`src/rtl/alu_issue_buffer.sv`:
```
// ============================================================================
// Module   : alu_issue_buffer
// Purpose  : Reservation buffer that feeds the ALU issue stage. Dispatch
//            writes one micro-op per cycle into the lowest free entry. The
//            issue stage sees every entry in parallel and frees one entry
//            per cycle by index. A flush discards every pending entry.
// Ports    : CLK, RST (async, active-high)      - clock / reset
//            flush                              - discard all entries
//            alu_dispat_push / alu_dispat_info  - dispatch write
//            alu_buffer_full                    - all entries allocated
//            alu_buffer_pop / _pop_index        - issue-stage free
//            alu_buffer_malloc                  - per-entry valid bitmap
//            alu_issue_info                     - flat entry bus, entry i at [DW*i +: DW]
//            alu_buffer_cnt                     - allocated entry count
//            alu_buffer_stall_cnt, alu_buffer_hiwater
//                                               - only with ALU_BUFFER_PERF_EN
// Options  : define ALU_BUFFER_PERF_EN to add the refused-push counter and
//            the occupancy high-water mark.
// Revision : 1.0 - initial release
// ============================================================================
`default_nettype none

`ifndef ALU_ISSUE_INFO_DW
`define ALU_ISSUE_INFO_DW 32
`endif
`ifndef ALU_ISSUE_INFO_DP
`define ALU_ISSUE_INFO_DP 4
`endif

module alu_issue_buffer #(
    parameter int DW = `ALU_ISSUE_INFO_DW,
    parameter int DP = `ALU_ISSUE_INFO_DP
) (
    input  logic                   CLK,
    input  logic                   RST,
    input  logic                   flush,
    input  logic                   alu_dispat_push,
    input  logic [DW-1:0]          alu_dispat_info,
    output logic                   alu_buffer_full,
    input  logic                   alu_buffer_pop,
    input  logic [$clog2(DP)-1:0]  alu_buffer_pop_index,
    output logic [DP-1:0]          alu_buffer_malloc,
    output logic [DW*DP-1:0]       alu_issue_info,
`ifdef ALU_BUFFER_PERF_EN
    output logic [31:0]            alu_buffer_stall_cnt,
    output logic [$clog2(DP):0]    alu_buffer_hiwater,
`endif
    output logic [$clog2(DP):0]    alu_buffer_cnt
);

    localparam int IW = $clog2(DP);
    localparam int CW = IW + 1;

    logic [DP-1:0] r_malloc;
    logic [CW-1:0] r_cnt;

    logic          w_full;
    logic          w_push_acc;
    logic          w_pop_acc;
    logic [IW-1:0] w_push_idx;
    logic [CW-1:0] w_cnt_nxt;

    assign w_full     = &r_malloc;
    assign w_push_acc = alu_dispat_push & ~w_full & ~flush;
    assign w_pop_acc  = alu_buffer_pop & r_malloc[alu_buffer_pop_index] & ~flush;

    // Lowest free slot of the pre-pop bitmap. Scanning downward lets the
    // lowest index overwrite any higher match. A slot freed by this cycle's
    // pop is therefore never reused in the same cycle.
    always_comb begin
        w_push_idx = '0;
        for (int i = DP - 1; i >= 0; i--) begin
            if (!r_malloc[i]) begin
                w_push_idx = IW'(i);
            end
        end
    end

    assign w_cnt_nxt = flush ? '0 : (r_cnt + CW'(w_push_acc) - CW'(w_pop_acc));

    always_ff @(posedge CLK or posedge RST) begin
        if (RST) begin
            r_malloc <= '0;
            r_cnt    <= '0;
        end else begin
            r_cnt <= w_cnt_nxt;
            if (flush) begin
                r_malloc <= '0;
            end else begin
                // The push target is always free and the pop index is always
                // allocated, so these two writes never hit the same bit.
                if (w_push_acc) begin
                    r_malloc[w_push_idx] <= 1'b1;
                end
                if (w_pop_acc) begin
                    r_malloc[alu_buffer_pop_index] <= 1'b0;
                end
            end
        end
    end

    // Payload storage. A pop or a flush does not touch the payload, so an
    // entry stays stable up to and including the edge that pops it.
    for (genvar g = 0; g < DP; g++) begin : g_entry
        logic [DW-1:0] r_data;

        always_ff @(posedge CLK or posedge RST) begin
            if (RST) begin
                r_data <= '0;
            end else if (w_push_acc && (w_push_idx == IW'(g))) begin
                r_data <= alu_dispat_info;
            end
        end

        assign alu_issue_info[DW*g +: DW] = r_data;
    end

    assign alu_buffer_full   = w_full;
    assign alu_buffer_malloc = r_malloc;
    assign alu_buffer_cnt    = r_cnt;

`ifdef ALU_BUFFER_PERF_EN
    logic [31:0]   r_stall_cnt;
    logic [CW-1:0] r_hiwater;

    // The high-water mark tracks the next count, so it rises on the same
    // edge as alu_buffer_cnt. A flush does not clear either statistic.
    always_ff @(posedge CLK or posedge RST) begin
        if (RST) begin
            r_stall_cnt <= '0;
            r_hiwater   <= '0;
        end else begin
            if (alu_dispat_push && w_full && !flush && (r_stall_cnt != 32'hFFFF_FFFF)) begin
                r_stall_cnt <= r_stall_cnt + 32'd1;
            end
            if (w_cnt_nxt > r_hiwater) begin
                r_hiwater <= w_cnt_nxt;
            end
        end
    end

    assign alu_buffer_stall_cnt = r_stall_cnt;
    assign alu_buffer_hiwater   = r_hiwater;
`endif

`ifndef SYNTHESIS
    // The issue stage must only free entries that it saw as allocated.
    a_pop_allocated: assert property (@(posedge CLK) disable iff (RST)
        (alu_buffer_pop && !flush) |-> r_malloc[alu_buffer_pop_index]);

    a_cnt_matches_bitmap: assert property (@(posedge CLK) disable iff (RST)
        r_cnt == CW'($countones(r_malloc)));
`endif

endmodule

`default_nettype wire

```
`config.mk`:
```
export PLATFORM = sky130hd
export DESIGN_NAME = alu_issue_buffer
export DESIGN_NICKNAME = d
export VERILOG_FILES = /design/src/rtl/alu_issue_buffer.sv
export SDC_FILE = /design/constraint.sdc
export NUM_CORES = 1
export LEC_CHECK = 0
export CORE_MARGIN = 3
export CORE_UTILIZATION = 46
export CTS_CLUSTER_DIAMETER = 150
export DETAILED_ROUTE_END_ITERATION = 16
export MAX_ROUTING_LAYER = met4
export PLACE_DENSITY = 0.77
export SYNTH_ARGS = -nofsm -noshare
export SYNTH_HDL_FRONTEND = slang
export SYNTH_SLANG_ARGS = --single-unit
```
`constraint.sdc`:
```
create_clock -name CLK -period 4.4 [get_ports CLK]
set_clock_uncertainty 0.05 [all_clocks]
set_input_delay 0.44 -clock CLK [delete_from_list [all_inputs] [get_ports CLK]]
set_output_delay 0.44 -clock CLK [all_outputs]
set_load 0.02 [all_outputs]
```
## Word-level counts from Yosys, hierarchy flattened

Cells that the tools add are included.

- Output and inout port bits: 136
- Register bits after elaboration: 135

- Order comparisons: 4
- Add/sub/neg operators: 2
- Muxes and demuxes: 15
- Reductions and logical operators: 8
- Bitwise operators: 9
- Eq/ne operators: 3

Operators by type and width:

| operator | count |
|---|---|
| 2-to-1 mux 4 bit | 4 |
| 2-to-1 mux 2 bit | 4 |
| logical AND 1 bit | 6 |
| less-than comparator 2 x 3 -> 1 bit, second input constant | 2 |
| bitwise AND 1 bit | 4 |
| bitwise AND 4 bit | 1 |
| demux 1 bit (select 2 bit) | 2 |
| == test 2 bit, second input constant | 2 |
| >= comparator 2 x 1 -> 1 bit, second input constant | 2 |
| inverter 4 bit | 1 |
| bitwise OR 4 bit | 1 |
| AND reduction 4 bit | 1 |
| adder 3 x 1 -> 3 bit | 1 |
| 2-to-1 mux 1 bit | 3 |
| 2-to-1 mux 3 bit | 1 |
| subtractor 3 x 1 -> 3 bit | 1 |
| binary-select mux 1 bit (select 2 bit) | 1 |
| == test 2 x 1 -> 1 bit, second input constant | 1 |
| logical NOT 2 bit | 1 |
| inverter 1 bit | 2 |

## Logic depth before layout (Yosys ltp)

Gate-level depths: netlist of the first run.

- Depth in word-level cells: 14
- Gate-level depth with buffers: 9
- Depth with buffers taken out: 8

## Least setup slack after synthesis of the first run

No wires, ideal clock.

- Path kind: input -> register
- Start point: in alu_buffer_pop_index[1]
- End point: reg r_cnt[2], in the netlist alu_buffer_cnt[2]
- Data arrival time: 1,944 ps
- Path slack: 2,288 ps
- Required time: 4,231 ps
- Setup time: 119 ps
- Path buffers: 1
- Cell stages on the path: 9
- Path through: clkbuf_1 > mux2i_1 > o22a_1 > mux2i_1 > ha_1 > inv_1 > fa_1 > xnor2_1 > nor2_1

- Longest elaborated chain between the ends: 6

Ends and longest elaborated chain:

| what | line | source |
|---|---|---|
| start, declared | 41 | `input logic [$clog2(DP)-1:0] alu_buffer_pop_index,` |
| binary-select mux 1 bit (select 2 bit) | 65 | `assign w_pop_acc = alu_buffer_pop & r_malloc[alu_buffer_pop_index] & ~flush;` |
| 2-to-1 mux 1 bit (implied by the code) | 65 |  |
| bitwise AND 1 bit (2 in a row) | 65 |  |
| subtractor 3 x 1 -> 3 bit | 79 | `assign w_cnt_nxt = flush ? '0 : (r_cnt + CW'(w_push_acc) - CW'(w_pop_acc));` |
| 2-to-1 mux 3 bit | 79 |  |
| via w_cnt_nxt[2] | 61 | `logic [CW-1:0] w_cnt_nxt;` |
| end signal, assigned | 86 | `r_cnt <= w_cnt_nxt;` |
| end, declared | 55 | `logic [CW-1:0] r_cnt;` |

The timed path passes the listed nets, and every way through them passes these cells. The select of a mux whose other input is x is not followed.
A chain may end at the register's enable or synchronous reset.

## Final worst setup path of the first run

- Start point: in flush
- End point: reg g_entry[1].r_data[31]

- Longest elaborated chain between the ends: 3

Ends and longest elaborated chain:

| what | line | source |
|---|---|---|
| start, declared | 36 | `input logic flush,` |
| inverter 1 bit | 64 | `assign w_push_acc = alu_dispat_push & ~w_full & ~flush;` |
| bitwise AND 1 bit | 64 |  |
| logical AND 1 bit | 110 | `end else if (w_push_acc && (w_push_idx == IW'(g))) begin` |
| end signal, assigned | 111 | `r_data <= alu_dispat_info;` |
| end, declared | 105 | `logic [DW-1:0] r_data;` |

No other way between the ends.

==> results_dict.tcl, run 1 <==
set metrics [dict create \
    die_area_um2 12900 \
    grt_pass1_vias 3604 \
    cp_slowest_cell "nor3b_4" \
    synth_async_sr_flop_share_pct 100 \
    post_cts.repair.setup_buffers 0 \
    fin_hold_ws_ns 0.453 \
    area_growth_from_synthesis_to_final_layout_pct 46.6 \
    place_inst 621 \
    critPathCaptureType "flip-flop" \
    clkTransAtPathRegs_ns 0.06 \
    critPathMaxFanout 18 \
    wl_per_cell_um 19.3 \
    placement_rows 38 \
    most_common_cell_after_layout_fill_and_taps_aside "clkdlybuf4s50_1" \
    crit_required_ns 4.64 \
    critPathArrivalTime_ns 2.74 \
    number_of_endpoints_failing_setup_at_the_final_stage 0 \
    p_per_area_nw_per_um2 525 \
    hold_path_class "flip-flop to flip-flop" \
    ys_ff_latch 135 \
    crit_path_max_incr_delay_ns 0.67 \
    synthSimpleGateAreaFrac_pct 2.38 \
    power.static_leakage_nw 3.46 \
    port_buffers 174 \
    yosysSeqAreaShare_pct 63.6 \
    utilization_pct 70.3 \
    clock.fmax_mhz 400 \
    ys.flop_type "dfrtp_1" \
    synth-xor-area-share_pct 0.330 \
    maxCapViolCount 0 \
    finalSetupTns_ns 0 \
    highest_count_cells_in_the_layout_ignoring_fill_and_taps "clkdlybuf4s50_1, dfrtp_1, mux2_2" \
    num_io_pins 175 \
    worstHoldPathCells 1 \
    clock_tree.root_cell "clkbuf_16" \
    number_of_buffers_added_to_fix_hold_violations_after_cts 0 \
    tightestPinTransition_ns 1.12 \
    nets 541 \
    global_route.overflow_total 0 \
    total_routed_wirelength_mm 12.6 \
    timing.final.hold_violations 0 \
    synth_adder_area_share_pct 0.612 \
    drv_slew 0 \
    post_cts.resized_instances 0 \
    synthDominantAreaCellType "dfrtp_1" \
    finalWorstPathRequiredPeriod_ns 2.50 \
    post_synthesis_mux_area_share_pct 29.8 \
    setup_repair_after_global_routing_missed_its_margin "no" \
    outcome "finished clean" \
    dp.final_hpwl_mm 8.60 \
    start_util_pct 47.9 \
    period_share_pct 56.9 \
    synth_enable_flop_cells 0 \
    clk_latency_ns 0.41 \
    grt_use_total_pct 21.0 \
    ys_top_cells_by_area "dfrtp_1, mux2_2, mux2_4" \
    worstPathCellList "clkdlybuf4s50_1 -> nand2b_4 -> nor3b_4 -> buf_4 -> mux2_2" \
    timing.max_slew.rel_slack_pct 25.4 \
    chipWidth_um 113 \
    design_power_total_mw 4.09 \
    dpl_cell_area_um2 7180 \
    synthesized_area_fraction_occupied_by_ao_oa_aoi_and_oai_cells_pct 0.942 \
    vdd_ir_drop_max_mv 0.262 \
    ys_types 33 \
    clock_path_buffers 2 \
    antenna_viol_nets_final 0 \
    synthesis.area_um2 5310 \
    cts_inserted_buffers 17 \
    avgViaCountPerCell 5.06 \
    first_pass_grt_wire_length_mm 20.0 \
    drc 0 \
    synth.top_cell.area_share_pct 63.6 \
    dr.pass1.iters 4 \
    vertical_die_dimension_um 113 \
    initialDrtViolationCount 151 \
    critPathKind "input port to flip-flop" \
    num-fill-cells 797 \
    post_synthesis_cell_count 320 \
    placeableCoreArea_um2 11100 \
    grt_antenna_before_repair 0 \
    grt_max_degree 73 \
    mappedNetlistNets 361 \
    r2r_cells 4 \
    design_area_um2 7790 \
    dp_worst_setup_slack_ns 1.43 \
    gpl.final_weighted_congestion 0.713 \
    multiInputGateArea_um2 1830 \
    final-instance-count-excl-fill 652 \
    clock-sinks 135 \
    cts_max_level 4 \
    yosys_warnings 0 \
    setup_slack_ns 1.90 \
    num_vias 3299 \
    tritoncts_clock_tree "yes" \
    cp-start-kind "input port" \
    syn-mean-instance-area_um2 16.6 \
    num_antenna_cells 0 \
    main_combinational_cell_family_by_area_after_synthesis "multiplexers" \
    seq_area_um2 3380 \
    layout-drive-gt1-share_pct 32.8 \
]
## final timing paths
kind,slack [ns],startpoint,end
min,0.45,g_entry[0].r_data[16]$_DFFE_PP0P_,g_entry[0].r_data[16]$_DFFE_PP0P_
max in group asynchronous,2.80,RST,alu_buffer_cnt[0]$_DFF_PP0_
max,1.90,flush,g_entry[1].r_data[31]$_DFFE_PP0P_
min in group asynchronous,0.52,RST,g_entry[2].r_data[9]$_DFFE_PP0P_
max reg2reg,2.07,alu_buffer_malloc[0]$_DFF_PP0_,g_entry[2].r_data[18]$_DFFE_PP0P_
min reg2reg,0.45,g_entry[0].r_data[16]$_DFFE_PP0P_,g_entry[0].r_data[16]$_DFFE_PP0P_
## area by class of cell
cell class / instances / share of cell area [%]
Clock buffer: 19 / 5.82
Clock inverter: 12 / 1.96
Inverter: 4 / 0.225
Multi-Input combinational cell: 164 / 23.5
Sequential cell: 135 / 43.4
Tap cell: 140 / 2.25
Timing Repair Buffer: 178 / 22.9
## cell usage after synthesis (2+ instances only)
master and number:
a211oi_1 2, buf_2 11, buf_6 4, dfrtp_1 135, inv_1 4, mux2_2 98, mux2_4 29, mux2i_1 3
nand2_1 3, nor2_1 8
## where the power goes
group / internal, mW / switching (mW)
Clock: 0.915 / 0.526
Combinational: 0.564 / 0.500
Sequential: 1.46 / 0.122
Total: 2.94 / 1.15
## logic make-up after synthesis
logic type | count (synthesis)
DFF | 135
muxes | 131
and+or+nand+nor | 22
buffers and inverters | 21
AOI/OAI and AO/OA | 7
xor gates and xnor gates | 2
adders and majority gates | 2
## routing by layer
metal | share of wire [%] | wire [µm] | vias to the layer above | track usage (%)
li1 | - | - | 1483 | -
met1 | 42 | 5300 | 1688 | 25.9
met2 | 51 | 6380 | 114 | 33.8
met3 | 6.2 | 784 | 14 | 6.10
met4 | 1.2 | 152 | 0 | 6.41
met5 | 0 | 0 | - | -
## worst max-delay path, delay by kind of cell
kind                   cells  cell delay [ns]
AND/OR/NAND/NOR            2             0.94
buffers and inverters      2             0.98
multiplexers               1             0.38
## registers in the layout (all words and copies together), names as in the netlist
| name | flops |
|---|---|
| alu_buffer_malloc | 4 |
| alu_buffer_cnt | 3 |
| g_entry.r_data | 128 |
Note: power is estimated with default switching activity, not from simulation.
==> run 2, diff against run 1 <==
--- a/config.mk
+++ b/config.mk
@@ -6,11 +6,11 @@
 export NUM_CORES = 1
 export LEC_CHECK = 0
 export CORE_MARGIN = 3
-export CORE_UTILIZATION = 46
+export CORE_UTILIZATION = 41
 export CTS_CLUSTER_DIAMETER = 150
 export DETAILED_ROUTE_END_ITERATION = 16
 export MAX_ROUTING_LAYER = met4
-export PLACE_DENSITY = 0.77
+export PLACE_DENSITY = 0.73
 export SYNTH_ARGS = -nofsm -noshare
 export SYNTH_HDL_FRONTEND = slang
 export SYNTH_SLANG_ARGS = --single-unit
==> constraint.sdc (replaced) <==
create_clock -name CLK -period 2.3 [get_ports CLK]
set_clock_uncertainty 0.05 [all_clocks]
set_input_delay 0.23 -clock CLK [delete_from_list [all_inputs] [get_ports CLK]]
set_output_delay 0.23 -clock CLK [all_outputs]
set_load 0.02 [all_outputs]
==> run 2 against run 1 <==
Compared with the run above: design area grew 1.5%; clock-buffer cell count grew 8; critical path depth shrank 2; worst hold slack lost 0.31 ns; die area grew 12%; critical endpoint is now alu_buffer_full; critical path type is now flip-flop to output port; largest cell class unchanged.
==> results_dict.tcl, run 2 (synthesis gave the netlist of run 1 again) <==
set metrics [dict create \
    outcome "finished clean" \
    seq_area_um2 3380 \
    highest_count_cells_in_the_layout_ignoring_fill_and_taps "clkdlybuf4s50_1, dfrtp_1, mux2_2" \
    period_share_pct 91.8 \
    largest_register "g_entry.r_data" \
    hold_path_class "input port to asynchronous set/reset pin" \
    cp-start-kind "flip-flop" \
    finalWorstPathRequiredPeriod_ns 2.11 \
    timing.critical_path.buf_inv 2 \
    ff2ff_setup_slack_ns 0.22 \
    cts_max_level 4 \
    total_routed_wirelength_mm 12.0 \
    critPathMaxFanout 9 \
    worstPathCellList "nand4_1 -> inv_1 -> clkdlybuf4s50_1" \
    tightestPinTransition_ns 0.460 \
    setup_repair_after_global_routing_missed_its_margin "no" \
    tritoncts_clock_tree "yes" \
    number_of_buffers_added_to_fix_hold_violations_after_cts 0 \
    num_antenna_cells 0 \
    final-instance-count-excl-fill 688 \
    cp_slowest_cell "clkdlybuf4s50_1" \
    dpl_cell_area_um2 7350 \
    clock_tree.root_cell "clkbuf_16" \
    post_cts.resized_instances 0 \
    antenna_viol_nets_final 0 \
    most_common_cell_after_layout_fill_and_taps_aside "clkdlybuf4s50_1" \
    clock.fmax_mhz 474 \
    drv_slew 0 \
    design_area_um2 7900 \
    drc 0 \
    clock-sinks 135 \
    r2r_cells 8 \
    timing.max_slew.rel_slack_pct 69.3 \
    port_buffers 174 \
    critPathCaptureType "output port" \
    clock_path_buffers 2 \
    num-fill-cells 940 \
    power.static_leakage_nw 3.50 \
    cpLargestDelayFamily "buffers and inverters" \
    placeableCoreArea_um2 12300 \
    number_of_endpoints_failing_setup_at_the_final_stage 0 \
    vertical_die_dimension_um 120 \
    global_route.overflow_total 0 \
    place_inst 658 \
    multiInputGateArea_um2 1830 \
    gpl.final_weighted_congestion 0.807 \
    die_area_um2 14400 \
    initialDrtViolationCount 108 \
    cts_inserted_buffers 17 \
    nets 550 \
    vdd_ir_drop_max_mv 0.504 \
    chipWidth_um 120 \
    cp.depth 3 \
    timing.final.hold_violations 0 \
    grt_antenna_before_repair 0 \
    wl_per_cell_um 17.4 \
    placement_rows 40 \
    start_util_pct 43.1 \
    grt_pass1_vias 3581 \
    p_per_area_nw_per_um2 957 \
    grt_use_total_pct 18.1 \
    critPathKind "flip-flop to output port" \
    post_cts.repair.setup_buffers 0 \
    first_pass_grt_wire_length_mm 19.6 \
    dr.pass1.iters 4 \
    fin_hold_ws_ns 0.148 \
    avgViaCountPerCell 4.85 \
    worst_r2r_endpoint "alu_buffer_cnt[2]$_DFF_PP0_" \
    crit_path_max_incr_delay_ns 0.60 \
    num_io_pins 175 \
    regToRegStartpoint "alu_buffer_malloc[1]$_DFF_PP0_" \
    area_growth_from_synthesis_to_final_layout_pct 48.8 \
    dp.final_hpwl_mm 8.51 \
    design_power_total_mw 7.56 \
    clk_latency_ns 0.41 \
    critPathArrivalTime_ns 1.83 \
    layout-drive-gt1-share_pct 32.9 \
    largest_register_ff_count 128 \
    crit_required_ns 2.02 \
    clkTransAtPathRegs_ns 0.05 \
    num_vias 3338 \
    maxCapViolCount 0 \
    grt_max_degree 66 \
]
## run 2: cell types whose count changed in the layout (fill, tap and decap cells not counted)
cell | before | now
clkinvlp_4 | 4 | 1
clkinv_4 | 2 | 0
clkinv_2 | 3 | 2
buf_12 | 1 | 6
inv_4 | 1 | 0
clkbuf_8 | 2 | 5
buf_4 | 3 | 7
clkbuf_1 | 0 | 5
bufinv_16 | 3 | 1
## run 2: worst max path at each step
stage / start / endpoint
after global placement: alu_buffer_pop_index[1] / alu_buffer_cnt[2]$_DFF_PP0_
after detailed placement: alu_buffer_pop_index[1] / alu_buffer_cnt[2]$_DFF_PP0_
final: alu_buffer_malloc[1]$_DFF_PP0_ / alu_buffer_full
after floorplan: alu_buffer_malloc[1]$_DFF_PP0_ / alu_buffer_cnt[2]$_DFF_PP0_
after global routing: alu_buffer_malloc[1]$_DFF_PP0_ / alu_buffer_full
after CTS: alu_buffer_malloc[1]$_DFF_PP0_ / alu_buffer_full
## run 2: stage by stage
| step | utilization, % | TNS (ns) | setup slack, ns |
|---|---|---|---|
| after detailed placement | 59.7 | -0.216 | -0.150 |
| after CTS | 64.2 | 0 | 0.157 |
| final | 64.2 | 0 | 0.190 |
| after floorplan | - | 0 | 0.283 |
| after global placement | 59.7 | -0.0468 | -0.0468 |
| after global routing | 64.2 | 0 | 0.0522 |
## run 2: layout make-up
cell class,instances,area share [%]
clock buffers,27,6.49
clock inverters,3,0.507
inverters,4,0.237
multi-input cells,164,23.1
flip-flops and latches,135,42.7
well taps,168,2.66
repair buffers,187,24.2
## run 2: worst register-to-register path, delay by kind of cell (launching register included)
kind,cells,cell delay (ns)
AO/OA/AOI/OAI,1,0.22
XOR/XNOR,1,0.17
adder cells (fa/ha/maj),2,0.53
buffers and inverters,1,0.05
flip-flops,1,0.53
multiplexers,1,0.15
AND/OR/NAND/NOR,2,0.25
## run 2: per-layer routing
metal	routed length [µm]	GRT usage, %
met1	5310	22.8
met2	5640	27.1
met3	867	6.60
met4	182	6.44
met5	0	-
## run 2: where the power goes
group	internal [mW]	leakage, nW	total, mW	switching [mW]
Combinational	1.09	1.54	2.04	0.945
Clock	1.61	0.273	2.50	0.886
Sequential	2.79	1.69	3.02	0.227
Total	5.50	3.50	7.56	2.06
==> run 3, diff against run 2 <==
==> constraint.sdc (replaced) <==
create_clock -name CLK -period 1.9 [get_ports CLK]
set_clock_uncertainty 0.05 [all_clocks]
set_input_delay 0.19 -clock CLK [delete_from_list [all_inputs] [get_ports CLK]]
set_output_delay 0.19 -clock CLK [all_outputs]
set_load 0.02 [all_outputs]
==> run 3 against run 2 <==
Compared with the run above: flip-flop and latch count stayed put; worst setup slack got worse by 0.18 ns; clock-buffer cell count decreased by 2; largest power group unchanged; clock power is 13% higher; global-route usage increased by 0.93 points; via count is 2.6% higher; critical path depth up 4; total power rose by 19%.
==> results_dict.tcl, run 3 (synthesis gave the netlist of run 1 again) <==
set metrics [dict create \
    outcome "finished clean" \
    dr.pass1.iters 4 \
    placeableCoreArea_um2 12300 \
    antenna_viol_nets_final 0 \
    cts_max_level 4 \
    largest_register "g_entry.r_data" \
    worstPathCellList "mux2i_1 -> o22a_1 -> mux2i_1 -> ha_1 -> inv_1 -> fa_2 -> nor2_1" \
    cell_repeated_most_along_the_worst_path "mux2i_1" \
    detailroute.wirelength.met3_mm 1.14 \
    chipWidth_um 120 \
    grt_antenna_before_repair 0 \
    timing.max_slew.rel_slack_pct 60.4 \
    nets 569 \
    design_power_total_mw 9.00 \
    number_of_endpoints_failing_setup_at_the_final_stage 0 \
    ff2ff_setup_slack_ns 0.01 \
    regToRegStartpoint "alu_buffer_malloc[2]$_DFF_PP0_" \
    vertical_die_dimension_um 120 \
    finalWorstPathRequiredPeriod_ns 1.89 \
    num_vias 3424 \
    most_common_cell_after_layout_fill_and_taps_aside "clkdlybuf4s50_1" \
    dpl_cell_area_um2 7480 \
    maxCapViolCount 0 \
    tritoncts_clock_tree "yes" \
    clock.fmax_mhz 530 \
    grt_pass1_vias 3732 \
    total_routed_wirelength_mm 12.5 \
    wl_per_cell_um 17.7 \
    wl_met2_mm 6.03 \
    dp.final_hpwl_mm 9.08 \
    drv_slew 0 \
    highest_count_cells_in_the_layout_ignoring_fill_and_taps "clkdlybuf4s50_1, dfrtp_1, mux2_2" \
    utilization_pct 65.3 \
    critPathMaxFanout 4 \
    setup_repair_after_global_routing_missed_its_margin "yes" \
    avgViaCountPerCell 4.85 \
    num_antenna_cells 0 \
    clk_latency_ns 0.41 \
    hold_path_class "input port to asynchronous set/reset pin" \
    vdd_ir_drop_max_mv 0.581 \
    worst_r2r_endpoint "alu_buffer_cnt[1]$_DFF_PP0_" \
    top_signal_layer_used "met4" \
    port_buffers 174 \
    p_per_area_nw_per_um2 1120 \
    global_route.overflow_total 0 \
    period_share_pct 99.3 \
    drc 0 \
    start_util_pct 43.1 \
    drt-met1-wl_mm 5.18 \
    cts_inserted_buffers 17 \
    design_area_um2 8040 \
    critPathCaptureType "flip-flop" \
    clock-sinks 135 \
    die_area_um2 14400 \
    critPathArrivalTime_ns 2.14 \
    cp-start-kind "flip-flop" \
    grt_max_degree 88 \
    critPathKind "flip-flop to flip-flop" \
    layout-drive-gt1-share_pct 35.5 \
    gpl.final_weighted_congestion 0.825 \
    r2r_cells 7 \
    area_growth_from_synthesis_to_final_layout_pct 51.4 \
    grt_use_total_pct 19.0 \
    initialDrtViolationCount 123 \
    tightestPinTransition_ns 0.594 \
    clkTransAtPathRegs_ns 0.05 \
    fin_hold_ws_ns 0.191 \
    crit_path_max_incr_delay_ns 0.51 \
    cp_slowest_cell "fa_2" \
    cp-startpoint "alu_buffer_malloc[2]$_DFF_PP0_" \
    first_pass_grt_wire_length_mm 20.5 \
    power.static_leakage_nw 3.60 \
    clock_tree.root_cell "clkbuf_16" \
    clock_path_buffers 2 \
    crit_required_ns 2.16 \
    placement_rows 40 \
    num_io_pins 175 \
    number_of_buffers_added_to_fix_hold_violations_after_cts 0 \
    num-fill-cells 931 \
    largest_register_ff_count 128 \
    timing.final.hold_violations 0 \
]
[run 3: worst max path at each step]
stage	endpoint	slack, ns	depth (start not counted)
6_report	alu_buffer_cnt[1]$_DFF_PP0_	0.01	7
5_1_grt	alu_buffer_cnt[2]$_DFF_PP0_	-0.14	8
4_1_cts	alu_buffer_cnt[2]$_DFF_PP0_	0.01	8
3_5_place_dp	alu_buffer_cnt[2]$_DFF_PP0_	-0.44	9
3_3_place_gp	alu_buffer_cnt[2]$_DFF_PP0_	-0.35	9
2_1_floorplan	alu_buffer_cnt[2]$_DFF_PP0_	-0.11	9
[run 3: final cells by class]
type	count	area, µm²	share of cell area [%]
clock buffers	25	485	6.04
clock inverters	4	22.5	0.280
inverters	4	18.8	0.233
multi-input cells	164	1840	22.9
flip-flops and latches	135	3380	42.0
well taps	168	210	2.61
repair buffers	206	2090	25.9
[run 3: timing repair]
action | CTS | global route
resized for setup | 1 | 5
endpoints found under the setup margin | 3 | 20
pin swaps | 3 | 2
buffers inserted | 4 | 1
[run 3: worst max-delay path: cells and delay by family, from the launching register on]
| kind | cells | cell delay, ns |
|---|---|---|
| DFF | 1 | 0.41 |
| buffers and inverters | 1 | 0.05 |
| and+or+nand+nor | 1 | 0.04 |
| AOI/OAI and AO/OA | 1 | 0.20 |
| muxes | 2 | 0.37 |
| adders and majority gates | 2 | 0.67 |
[run 3: where the power goes]
part	total, mW	internal (mW)	switching, mW
clock network	2.83	1.74	1.09
registers	3.66	3.38	0.282
logic	2.51	1.35	1.16
total	9.00	6.47	2.53
[run 3: stage by stage]
step / cells / setup TNS, ns / setup WS (ns)
6_report: 706 / 0 / 0.0135
2_1_floorplan: 320 / -2.74 / -0.108
4_1_cts: 705 / 0 / 0.0114
5_1_grt: 706 / -0.277 / -0.145
3_5_place_dp: 672 / -16.05 / -0.437
3_3_place_gp: 672 / -12.74 / -0.351
[run 3: per-layer routing]
layer / up-vias / global-route usage [%]
li1: 1542 / -
met3: 15 / 8.77
met2: 120 / 29.5
met4: 0 / 5.80
met1: 1747 / 22.3
met5: - / -
